File: config.mk
export PLATFORM = sky130hd
export DESIGN_NAME = mult_rr_sched
export DESIGN_NICKNAME = d
export VERILOG_FILES = /design/src/rtl/mult_rr_sched.sv
export SDC_FILE = /design/constraint.sdc
export NUM_CORES = 1
export LEC_CHECK = 0
export CAP_MARGIN = 0
export CORE_MARGIN = 2
export CORE_UTILIZATION = 40
export DETAILED_ROUTE_END_ITERATION = 16
export HOLD_SLACK_MARGIN = 0.02
export SLEW_MARGIN = 40
export SYNTH_ARGS = -nofsm -noshare
export SYNTH_HDL_FRONTEND = slang
export SYNTH_SLANG_ARGS = --single-unit
File: constraint.sdc
create_clock -name clk -period 6.13 [get_ports clk]
set_clock_uncertainty 0.2 [all_clocks]
set_input_delay 0.9195 -clock clk [delete_from_list [all_inputs] [get_ports clk]]
set_output_delay 0.9195 -clock clk [all_outputs]
set_load 0.03 [all_outputs]
File: src/rtl/mult_rr_sched.sv
// Round-robin scheduler sharing one shift-add multiplier between two requesters.
// Optional early termination when the multiplier runs out of set bits: MULT_RR_SCHED_EARLY_TERM_EN.
module mult_rr_sched #(
  parameter int WIDTH = 8
) (
  input  logic               clk,
  input  logic               rst,
  input  logic               req0_valid,
  output logic               req0_ready,
  input  logic [WIDTH-1:0]   req0_a,
  input  logic [WIDTH-1:0]   req0_b,
  input  logic               req1_valid,
  output logic               req1_ready,
  input  logic [WIDTH-1:0]   req1_a,
  input  logic [WIDTH-1:0]   req1_b,
  output logic               res_valid,
  input  logic               res_ready,
  output logic [2*WIDTH-1:0] res_p,
  output logic               res_id,
  output logic               busy
);

  localparam int CW = $clog2(WIDTH + 1);

  typedef enum logic [1:0] {IDLE, RUN, DONE} state_t;

  state_t             state, state_nxt;
  logic [2*WIDTH-1:0] mcand;
  logic [2*WIDTH-1:0] acc;
  logic [2*WIDTH-1:0] acc_add;
  logic [WIDTH-1:0]   mplier;
  logic [CW-1:0]      count;
  logic               last_grant;
  logic               grant;
  logic               accept;
  logic               run_last;

  // With both requesting, the one not served last time wins.
  always_comb begin
    grant = req1_valid;
    if (req0_valid && req1_valid) grant = ~last_grant;
  end

  assign accept     = (state == IDLE) && (req0_valid || req1_valid);
  assign req0_ready = rst && (state == IDLE) && req0_valid && !grant;
  assign req1_ready = rst && (state == IDLE) && req1_valid && grant;
  assign res_valid  = (state == DONE);
  assign busy       = (state != IDLE);

  assign acc_add = acc + (mplier[0] ? mcand : '0);

`ifdef MULT_RR_SCHED_EARLY_TERM_EN
  assign run_last = (count == CW'(WIDTH - 1)) || (mplier[WIDTH-1:1] == '0);
`else
  assign run_last = (count == CW'(WIDTH - 1));
`endif

  always_ff @(posedge clk or negedge rst) begin
    if (!rst) state <= IDLE;
    else      state <= state_nxt;
  end

  always_comb begin
    state_nxt = state;
    case (state)
      IDLE:    if (accept)    state_nxt = RUN;
      RUN:     if (run_last)  state_nxt = DONE;
      DONE:    if (res_ready) state_nxt = IDLE;
      default: state_nxt = IDLE;
    endcase
  end

  always_ff @(posedge clk or negedge rst) begin
    if (!rst) begin
      mcand      <= '0;
      mplier     <= '0;
      acc        <= '0;
      count      <= '0;
      last_grant <= 1'b1;
      res_p      <= '0;
      res_id     <= 1'b0;
    end else begin
      case (state)
        IDLE: if (accept) begin
          mcand      <= {{WIDTH{1'b0}}, (grant ? req1_a : req0_a)};
          mplier     <= grant ? req1_b : req0_b;
          acc        <= '0;
          count      <= '0;
          last_grant <= grant;
          res_id     <= grant;
        end
        RUN: begin
          acc    <= acc_add;
          mcand  <= mcand << 1;
          mplier <= mplier >> 1;
          count  <= count + CW'(1);
          if (run_last) res_p <= acc_add;
        end
        default: ;
      endcase
    end
  end

endmodule

Word level (Yosys, flattened, before mapping). Index checks and enable logic that the tools add are counted.

Add/sub/neg operators: 2. Eq/ne operators: 6. Muxes and demuxes: 16. Bitwise gates (word level): 1. Reduce and logical (&&, ||, !) cells: 16.

Operators by type and width (number): $pmux W16 S2 (2); $mux W16 (3); $mux W8 (3); $add A16 B16 Y16 (1); $pmux W8 S2 (1); $pmux W4 S2 (1); $logic_and A1 B1 Y1 (7); $mux W2 (3); $pmux W2 S3 (1); $reduce_and A2 Y1 (3); $add A4 B1 Y4 const B (1); $eq A4 B3 Y1 const B (1); $mux W4 (1); $ne A2 B2 Y1 const B (2); $reduce_bool A2 Y1 (2); $reduce_and A3 Y1 (1); $eq A2 B1 Y1 const B (1); $eq A2 B2 Y1 const B (1); $logic_not A2 Y1 (1); $ne A2 B1 Y1 const B (1); $logic_not A1 Y1 (1); $logic_or A1 B1 Y1 (1); $mux W1 (1); $not A1 Y1 (1).

Register bits after elaboration: 64. Bits of input ports: 37. Output and inout bits: 21. Logic and storage cells: 49.

Longest topological paths before layout. Gate-level depths: netlist of run 1.

Depth after elaboration: 5. Mapped depth: 10. Gate-level depth less buffers: 9.

Worst setup path before layout of run 1. OpenSTA, ideal clock, no wires.

Path type: input port to output port. From: input req1_valid. To: output req1_ready. Data arrival time: 2.167 ns. Required time: 5.010 ns. Path slack: 2.843 ns. Stages: 4. Buffers on the path: 2. Path through: a21boi_1 -> buf_1 -> buf_2 -> and3_1.

Cells in the longest elaborated chain, start to end: 3. Elaborated cells between the ends (all ways): 4. Classes of those cells: mux (1); reduce/logical (3).

RTL lines: from (decl) (RTL line 12) `input logic req1_valid,`; $logic_and A1 B1 Y1 (RTL line 41) `if (req0_valid && req1_valid) grant = ~last_grant;`; $mux W1 (RTL line 41); $logic_and A1 B1 Y1 * (RTL line 46) `assign req1_ready = rst && (state == IDLE) && req1_valid && grant;`; to (decl) (RTL line 13) `output logic req1_ready,`.

Every way passes the cells marked *; elsewhere a longest branch is shown, timed or not.

Final worst setup path of run 1. Ends and elaborated chain as after synthesis.

==> impl_results.md, run 1 <==
- Register bit count reported by yosys: 64
- Syn avg cell area: 9.94 um2
- Vert. Die Dim: 98.6 um
- Leakage power summed over all cells: 2.02 nW
- Power density cells: 446 mW/mm2
- Biggest fanout along the worst timing path: 19
- Pin count of the biggest net entering global routing: 61
- Number of distinct library cells after synthesis: 52
- Critical path capture point type: output pin
- Clock-pin slew on the worst setup and hold paths: 0.07 ns
- Netlist area before placement: 0.00358 mm2
- Setup crit start kind: input pin
- CP required: 5.01 ns
- Crit Path Category: in2out
- Worst skew pair latency: 0.34 ns
- Clock buffers created by TritonCTS: 9
- CTS-repair resized insts: 0
- Post-CTS setup buffers: 0
- HPWL Detailed: 5560 um
- Share of the clock period used by the worst path: 0.636
- Number of cells produced by synthesis: 360
- Fraction of layout cells with a size suffix above 1: 0.0837
- Reg2reg path depth: 9
- Portion of the post-synthesis area used by sequential elements: 0.448
- Number of iterations in the first detailed-routing pass: 4
- Wire length per cell after detailed routing: 15.3 um
- RSZ-0062 raised after global routing: false
- Core ar.: 0.00868 mm2
- Number of hold violations in the final report: 0
- First-pass GRT wire length: 13600 um
- Proportion of synthesized flip-flops having asynchronous set or reset: 1.00
- Tightest slew margin relative to the limit: 0.633
- Outcome: finished, final reports clean
- Area of the die: 0.00972 mm2
- H-tree levels: 3
- Violation count after the first detailed-route iteration: 114
- Number of fill cells in the layout: 843
- Top flip-flop cell by instance count after synthesis: dfrtp_1
- Via count of the first global-routing pass: 2819
- Largest area contributor in the netlist: dfrtp_1
- Via total after detailed routing: 2865
- X dimension of the die: 98.6 um
- Clock tree buffer depth: 2
- Ranking of synthesized cells by instance count: dfrtp_1, nand2_1, o21ai_1
- Number of diodes: 0
- Most frequent cell after synthesis: dfrtp_1
- Number of sinks on the clock net: 64
- Area occupied by registers: 0.00160 mm2
- Final number of setup-violating endpoints: 0
- Number of routed nets with antenna violations: 0
- Standard-cell row count: 34
- Final RePlAce weighted congestion: 0.850
- Transition at the pin with the smallest max-transition slack: 0.550 ns
- Data arrival time of the critical path: 2.78 ns
- Type of the tightest min-delay check: in2async
- Setup TNS: 0 ns
- Global-route total usage across every layer: 0.174
- Clock tree from TritonCTS: built
- Clock period minus final worst setup slack: 3.90 ns
- Initial core utilization: 0.412
- Max-Cap Viols: 0
- Synth Warn #: 0
- Detailed-route vias per instance: 5.45
- Proportion of netlist area held by the largest area contributor: 0.441
- Fin Hold WS: 0.214 ns
- Number of buffers inserted by port buffering: 57
- Maximum ir drop on the vdd rail: 153 uV
- Area of combinational cells with multiple inputs: 0.00190 mm2
- Number of primary I/O pins: 58
- Top achievable clock speed: 256 MHz
- Total DRC errors in the routed layout: 0
- Net Count, Synth: 414
- Worst reg2reg path startpoint: mplier[0]
- Top cells by area, synth: dfrtp_1, a22o_1, ha_1
- Number of antenna violations at the first check in global routing: 0
- Clock tree root driver cell: clkbuf_8
- Number of nets in the layout: 467
- GR Overflow Total: 0
- Count of flip-flops with a built-in enable after synthesis: 0
- Max-slew violation total from the final report: 0
- Total Routed Length: 8040 um
- CTS Hold Buffers Added: 0
- Area grow syn2layout: 24.4%
- R2R setup slack: 2.78 ns
- Crit Reg-Reg Endpoint: res_p[12]
## kinds of logic (layout without fill, tap and decap cells)
group	Yosys count	after routing	share of synthesized area
AOI/OAI and AO/OA	111	111	0.217
and+or+nand+nor	109	109	0.148
DFF	64	64	0.448
muxes	25	25	0.0720
buffers and inverters	22	80	0.0234
adders and majority gates	17	17	0.0615
xor gates and xnor gates	12	12	0.0294
## cell type report
class / instances / share of cell area
Sequential cell: 64 / 0.360
Timing Repair Buffer: 61 / 0.135
Clock buffer: 13 / 0.0357
Tap cell: 108 / 0.0304
Clock inverter: 3 / 0.00900
Multi-Input combinational cell: 274 / 0.428
Inverter: 3 / 0.00253
## critical path, cell delays in order
cell	delay [ns]
clkdlybuf4s50_1	0.54
a21boi_2	0.19
buf_4	0.29
and3_1	0.19
clkdlybuf4s50_1	0.66
## layout by cell type, fill, tap and decap left out, drive strengths merged, types with 3 or more instances in the layout
| cell | count |
|---|---|
| a21oi | 22 |
| dfrtp | 63 |
| a21boi | 3 |
| mux2i | 19 |
| o21ai | 30 |
| a21o | 4 |
| a22oi | 7 |
| nand2 | 43 |
| nor3 | 4 |
| ha | 16 |
| mux2 | 6 |
| nor2 | 17 |
| and2 | 19 |
| xnor2 | 10 |
| o31ai | 4 |
| buf | 5 |
| clkdlybuf4s50 | 56 |
| or4 | 3 |
| inv | 3 |
| nand3 | 5 |
| clkbuf | 13 |
| o21a | 3 |
| nand2b | 6 |
| a22o | 23 |
| a31oi | 3 |
## sequential cells by signal, indices dropped and copies added (netlist names)
register and flops:
mcand 16, last_grant 1, acc 16, state 2, mplier 8, res_p 16
res_id 1, count 4
## layer usage
metal	up-vias	track usage	routed length, um
met4	0	0.0664	138
met2	51	0.283	3730
met3	11	0.0298	267
li1	1429	-	-
met1	1374	0.234	3910
met5	-	0	0
## stage by stage
step	instances	cell area (um2)	utilization	worst slack, ns	power, mW
2_1_floorplan	360	3580	-	2.84	1.35
3_3_place_gp	510	4240	0.489	2.27	1.61
3_5_place_dp	510	4250	0.489	2.22	1.63
4_1_cts	526	4450	0.512	2.21	2.00
5_1_grt	526	4450	0.513	2.10	2.13
6_report	526	4450	0.513	2.23	1.98
## how the worst max path moves through the flow
stage,from,to,slack [ns],depth (start not counted)
5_1_grt,req1_valid,req1_ready,2.10,5
2_1_floorplan,req1_valid,req1_ready,2.84,4
3_5_place_dp,req1_valid,req1_ready,2.22,5
6_report,req1_valid,req1_ready,2.23,5
4_1_cts,req1_valid,req1_ready,2.21,5
3_3_place_gp,req1_valid,req1_ready,2.27,5
## power breakdown
group	internal [mW]	total, mW	switching [mW]
logic	0.395	0.894	0.499
clock network	0.209	0.373	0.163
registers	0.595	0.718	0.124
No activity file was read; power rests on OpenSTA's default activity.
==> run 2: changes to the inputs <==
Settings changed: PLACE_DENSITY from default to 0.65.
Clock period 6.13 ns to 3.5 ns, I/O delays scaled along.
==> run 2 against run 1 <==
First-iteration DRC count increased by 28%; critical path depth increased by 4; largest power group unchanged; final cell count increased by 0.38%; global-route usage increased by 0.073 points; wire length about the same.
==> impl_results.md, run 2 (synthesis gave the netlist of run 1 again) <==
- CP Buf/Inv Count: 0
- Number of sinks on the clock net: 64
- Final RePlAce weighted congestion: 0.847
- Number of iterations in the first detailed-routing pass: 4
- Setup TNS: 0 ns
- CP required: 3.53 ns
- Top cell family by delay on the critical path: compound AO/OA/AOI/OAI gates
- Leakage power summed over all cells: 2.03 nW
- Worst reg2reg path startpoint: mplier[0]
- RSZ-0062 raised after global routing: false
- Clock period minus final worst setup slack: 3.02 ns
- Pin count of the biggest net entering global routing: 65
- Transition at the pin with the smallest max-transition slack: 0.610 ns
- Clock tree root driver cell: clkbuf_8
- Fraction of layout cells with a size suffix above 1: 0.0881
- Initial core utilization: 0.412
- CTS-repair resized insts: 0
- Clock-pin slew on the worst setup and hold paths: 0.07 ns
- Maximum ir drop on the vdd rail: 233 uV
- Share of the clock period used by the worst path: 0.862
- GR Overflow Total: 0
- Crit Path Category: reg2reg
- Crit path launch: mplier[0]
- Clock tree from TritonCTS: built
- Biggest fanout along the worst timing path: 7
- Number of buffers inserted by port buffering: 57
- Via count of the first global-routing pass: 2874
- Post-CTS setup buffers: 0
- Number of diodes: 0
- Critical path capture point type: register
- CP max stage cell: a311oi_2
- Number of hold violations in the final report: 0
- X dimension of the die: 98.6 um
- Number of primary I/O pins: 58
- Tightest slew margin relative to the limit: 0.594
- Type of the tightest min-delay check: in2async
- Wire length per cell after detailed routing: 15.2 um
- Setup crit start kind: register
- Standard-cell row count: 34
- Power density cells: 782 mW/mm2
- First-pass GRT wire length: 13700 um
- Number of nets in the layout: 469
- Leading registers by flop count: acc (16), mcand (16), res_p (16)
- Core ar.: 0.00868 mm2
- Total DRC errors in the routed layout: 0
- Area of the die: 0.00972 mm2
- Commonest cells after routing, fill and taps aside: dfrtp_1, clkdlybuf4s50_1, nand2_1
- Number of antenna violations at the first check in global routing: 0
- H-tree levels: 3
- Most common library cell in the layout ignoring fill and taps: dfrtp_1
- Detailed-route vias per instance: 5.50
- Via total after detailed routing: 2904
- CTS Hold Buffers Added: 0
- Pwr Total: 3.49 mW
- Vert. Die Dim: 98.6 um
- Total Routed Length: 8040 um
- Outcome: finished, final reports clean
- Data arrival time of the critical path: 3.04 ns
- Cell breakdown of the critical path: and2_1, ha_1, fa_1, a21o_1, a311oi_2, nor4_1, a2111oi_2, xnor2_1, mux2_2
- Max-Cap Viols: 0
- Slowest cell delay on critical path: 0.43 ns
- Final number of setup-violating endpoints: 0
- Worst skew pair latency: 0.34 ns
- Area grow syn2layout: 24.8%
- Global-route total usage across every layer: 0.175
- Top achievable clock speed: 331 MHz
- Clock buffers created by TritonCTS: 9
- HPWL Detailed: 5730 um
- Number of routed nets with antenna violations: 0
- Max-slew violation total from the final report: 0
- Violation count after the first detailed-route iteration: 146
- Clock tree buffer depth: 2
## run 2: per-stage QoR
step                setup slack (ns)  hold slack, ns  instances   util  instance area [um2]
floorplan                      0.545          0.0294        360      -                 3580
global placement               0.546           0.259        512  0.491                 4260
detailed placement             0.530           0.263        512  0.491                 4260
CTS                            0.504           0.273        528  0.514                 4460
global route                   0.396           0.203        528  0.515                 4470
finish                         0.482           0.138        528  0.515                 4470
## run 2: power by group
part	leakage [nW]	switching [mW]	internal, mW
clock network	0.103	0.282	0.366
registers	0.834	0.197	1.04
logic	1.09	0.903	0.701
total	2.03	1.38	2.11
## run 2: final cells by class
type | instances | area (um2)
Clock inverter | 3 | 40.0
Clock buffer | 13 | 159
Sequential cell | 64 | 1600
Inverter | 3 | 11.3
Fill cell | 821 | 4210
Tap cell | 108 | 135
Multi-Input combinational cell | 274 | 1900
Timing Repair Buffer | 63 | 614
## run 2: path summary, 6_finish.rpt
kind,end,slack (ns),cells after the start
min in group clk,res_p[4],0.27,2
max in group asynchronous,mcand[6],2.53,2
worst max-delay path,res_p[12],0.48,9
worst min register to register,res_p[4],0.27,2
worst min-delay path,acc[13],0.14,2
worst max register to register,res_p[12],0.48,9
## run 2: metal layers
metal | wire length, um | up-vias | track usage
li1 | - | 1429 | -
met1 | 3660 | 1380 | 0.227
met2 | 3850 | 78 | 0.292
met3 | 394 | 17 | 0.0404
met4 | 129 | 0 | 0.0537
met5 | 0 | - | 0
## run 2: worst register-to-register path, delay by kind of cell, from the launching register on
kind | cells | cell delay (ns)
xor gates and xnor gates | 1 | 0.13
DFF | 1 | 0.42
and+or+nand+nor | 2 | 0.28
muxes | 1 | 0.27
AOI/OAI and AO/OA | 3 | 1.00
adders and majority gates | 2 | 0.61
==> run 3: changes to the inputs <==
Settings changed: CORE_UTILIZATION 40 to 45, PLACE_DENSITY 0.65 to 0.72.
==> run 3 against run 2 <==
Critical path depth is the same; total power is 3.3% lower; worst hold slack improved by 0.14 ns; highest routed layer unchanged; core utilization rose by 5.9 points; die area is 11% lower; combinational power is essentially flat; clock power is 16% lower; final cell count is 1.1% lower; sequential power is essentially flat.
==> impl_results.md, run 3 (synthesis gave the netlist of run 1 again) <==
- Max-slew violation total from the final report: 0
- Clock tree root driver cell: clkbuf_8
- Number of iterations in the first detailed-routing pass: 4
- CP required: 3.53 ns
- Leading registers by flop count: acc (16), mcand (16), res_p (16)
- Final RePlAce weighted congestion: 0.965
- Max-Cap Viols: 0
- Number of diodes: 0
- Clock period minus final worst setup slack: 3.02 ns
- Detailed-route vias per instance: 5.60
- Commonest cells after routing, fill and taps aside: dfrtp_1, clkdlybuf4s50_1, nand2_1
- Number of hold violations in the final report: 0
- Biggest fanout along the worst timing path: 7
- Wire length per cell after detailed routing: 14.8 um
- Number of nets in the layout: 469
- Clock tree buffer depth: 2
- Violation count after the first detailed-route iteration: 125
- Share of the clock period used by the worst path: 0.862
- Tightest slew margin relative to the limit: 0.568
- Crit Path Category: reg2reg
- HPWL Detailed: 5600 um
- Setup TNS: 0 ns
- Leakage power summed over all cells: 2.01 nW
- Reg2reg path depth: 9
- RSZ-0062 raised after global routing: false
- Fraction of layout cells with a size suffix above 1: 0.0786
- Critical path capture point type: register
- Number of sinks on the clock net: 64
- Type of the tightest min-delay check: reg2reg
- Number of routed nets with antenna violations: 0
- Initial core utilization: 0.463
- Number of primary I/O pins: 58
- Transition at the pin with the smallest max-transition slack: 0.649 ns
- Number of antenna violations at the first check in global routing: 0
- Core ar.: 0.00773 mm2
- H-tree levels: 3
- Number of fill cells in the layout: 680
- Post-CTS setup buffers: 0
- Setup slack after layout: 0.484 ns
- Total DRC errors in the routed layout: 0
- Outcome: finished, final reports clean
- Met1 Use GR: 0.245
- Power density cells: 761 mW/mm2
- GR Overflow Total: 0
- Total Routed Length: 7740 um
- Most common library cell in the layout ignoring fill and taps: dfrtp_1
- Clock tree from TritonCTS: built
- Vert. Die Dim: 93.2 um
- CTS Hold Buffers Added: 1
- R2R setup slack: 0.48 ns
- Area grow syn2layout: 24.0%
- Number of buffers inserted by port buffering: 57
- Area of the die: 0.00868 mm2
- Setup Slack @ Placement: 0.505 ns
- Setup crit start kind: register
- Most Crowded Layer GR: met2
- Maximum ir drop on the vdd rail: 318 uV
- Number of cells on the worst hold path: 2
- Clock buffers created by TritonCTS: 9
- Worst skew pair latency: 0.35 ns
- Top achievable clock speed: 332 MHz
- Via count of the first global-routing pass: 2912
- Final standard cell utilization of the core: 0.574
- Pin count of the biggest net entering global routing: 64
- Grt met3 use: 0.0540
- Clock-pin slew on the worst setup and hold paths: 0.06 ns
- Global-route total usage across every layer: 0.196
- CTS-repair resized insts: 0
- Data arrival time of the critical path: 3.05 ns
- X dimension of the die: 93.2 um
- Via total after detailed routing: 2921
- Final number of setup-violating endpoints: 0
- Standard-cell row count: 32
- First-pass GRT wire length: 13300 um
- Met2 track demand over resource in global routing: 0.327
[run 3: cell types whose count changed in the layout (fill, tap and decap cells not counted), sizes merged]
cell and change:
buf -1, bufinv -1, clkbuf +2, clkinv -1, dlygate4sd3 +1
[run 3: layout make-up]
cell class | instances | area [um2] | share of cell area
well taps | 102 | 128 | 0.0288
multi-input cells | 274 | 1900 | 0.429
flip-flops and latches | 64 | 1600 | 0.361
clock buffers | 15 | 156 | 0.0353
inverters | 3 | 11.3 | 0.00254
repair buffers | 63 | 629 | 0.142
clock inverters | 1 | 5.00 | 0.00113
[run 3: power by group]
part,total [mW],switching (mW),internal [mW]
clock network,0.542,0.265,0.277
registers,1.24,0.198,1.04
logic,1.59,0.888,0.706
total,3.38,1.35,2.03
[run 3: path summary, 6_finish.rpt]
| path | endpoint | startpoint |
|---|---|---|
| min reg2reg | res_p[6] | res_p[6] |
| max reg2reg | res_p[12] | mplier[0] |
| max | res_p[12] | mplier[0] |
| min in group asynchronous | res_id | rst |
| min | res_p[6] | res_p[6] |
| max in group asynchronous | mplier[0] | rst |
[run 3: critical path, stage by stage (launching register included)]
cell	delay, ns
dfrtp_1	0.42
and2_1	0.16
ha_1	0.20
fa_1	0.41
a21o_1	0.23
a311oi_2	0.43
nor4_1	0.12
a2111oi_2	0.34
xnor2_1	0.13
mux2_2	0.27
[run 3: layer usage]
layer  wire, um  part of all wire
met5          0                 0
met2       3800              0.49
met3        402             0.052
met1       3410              0.44
met4        131             0.017
[run 3: metrics by stage]
stage	total power, mW	instance area [um2]	hold slack [ns]	instances
5_1_grt	3.65	4440	0.311	522
6_report	3.38	4440	0.275	522
4_1_cts	3.41	4430	0.280	522
3_5_place_dp	2.86	4260	0.159	505
2_1_floorplan	2.36	3580	0.0294	360
3_3_place_gp	2.81	4260	0.159	505
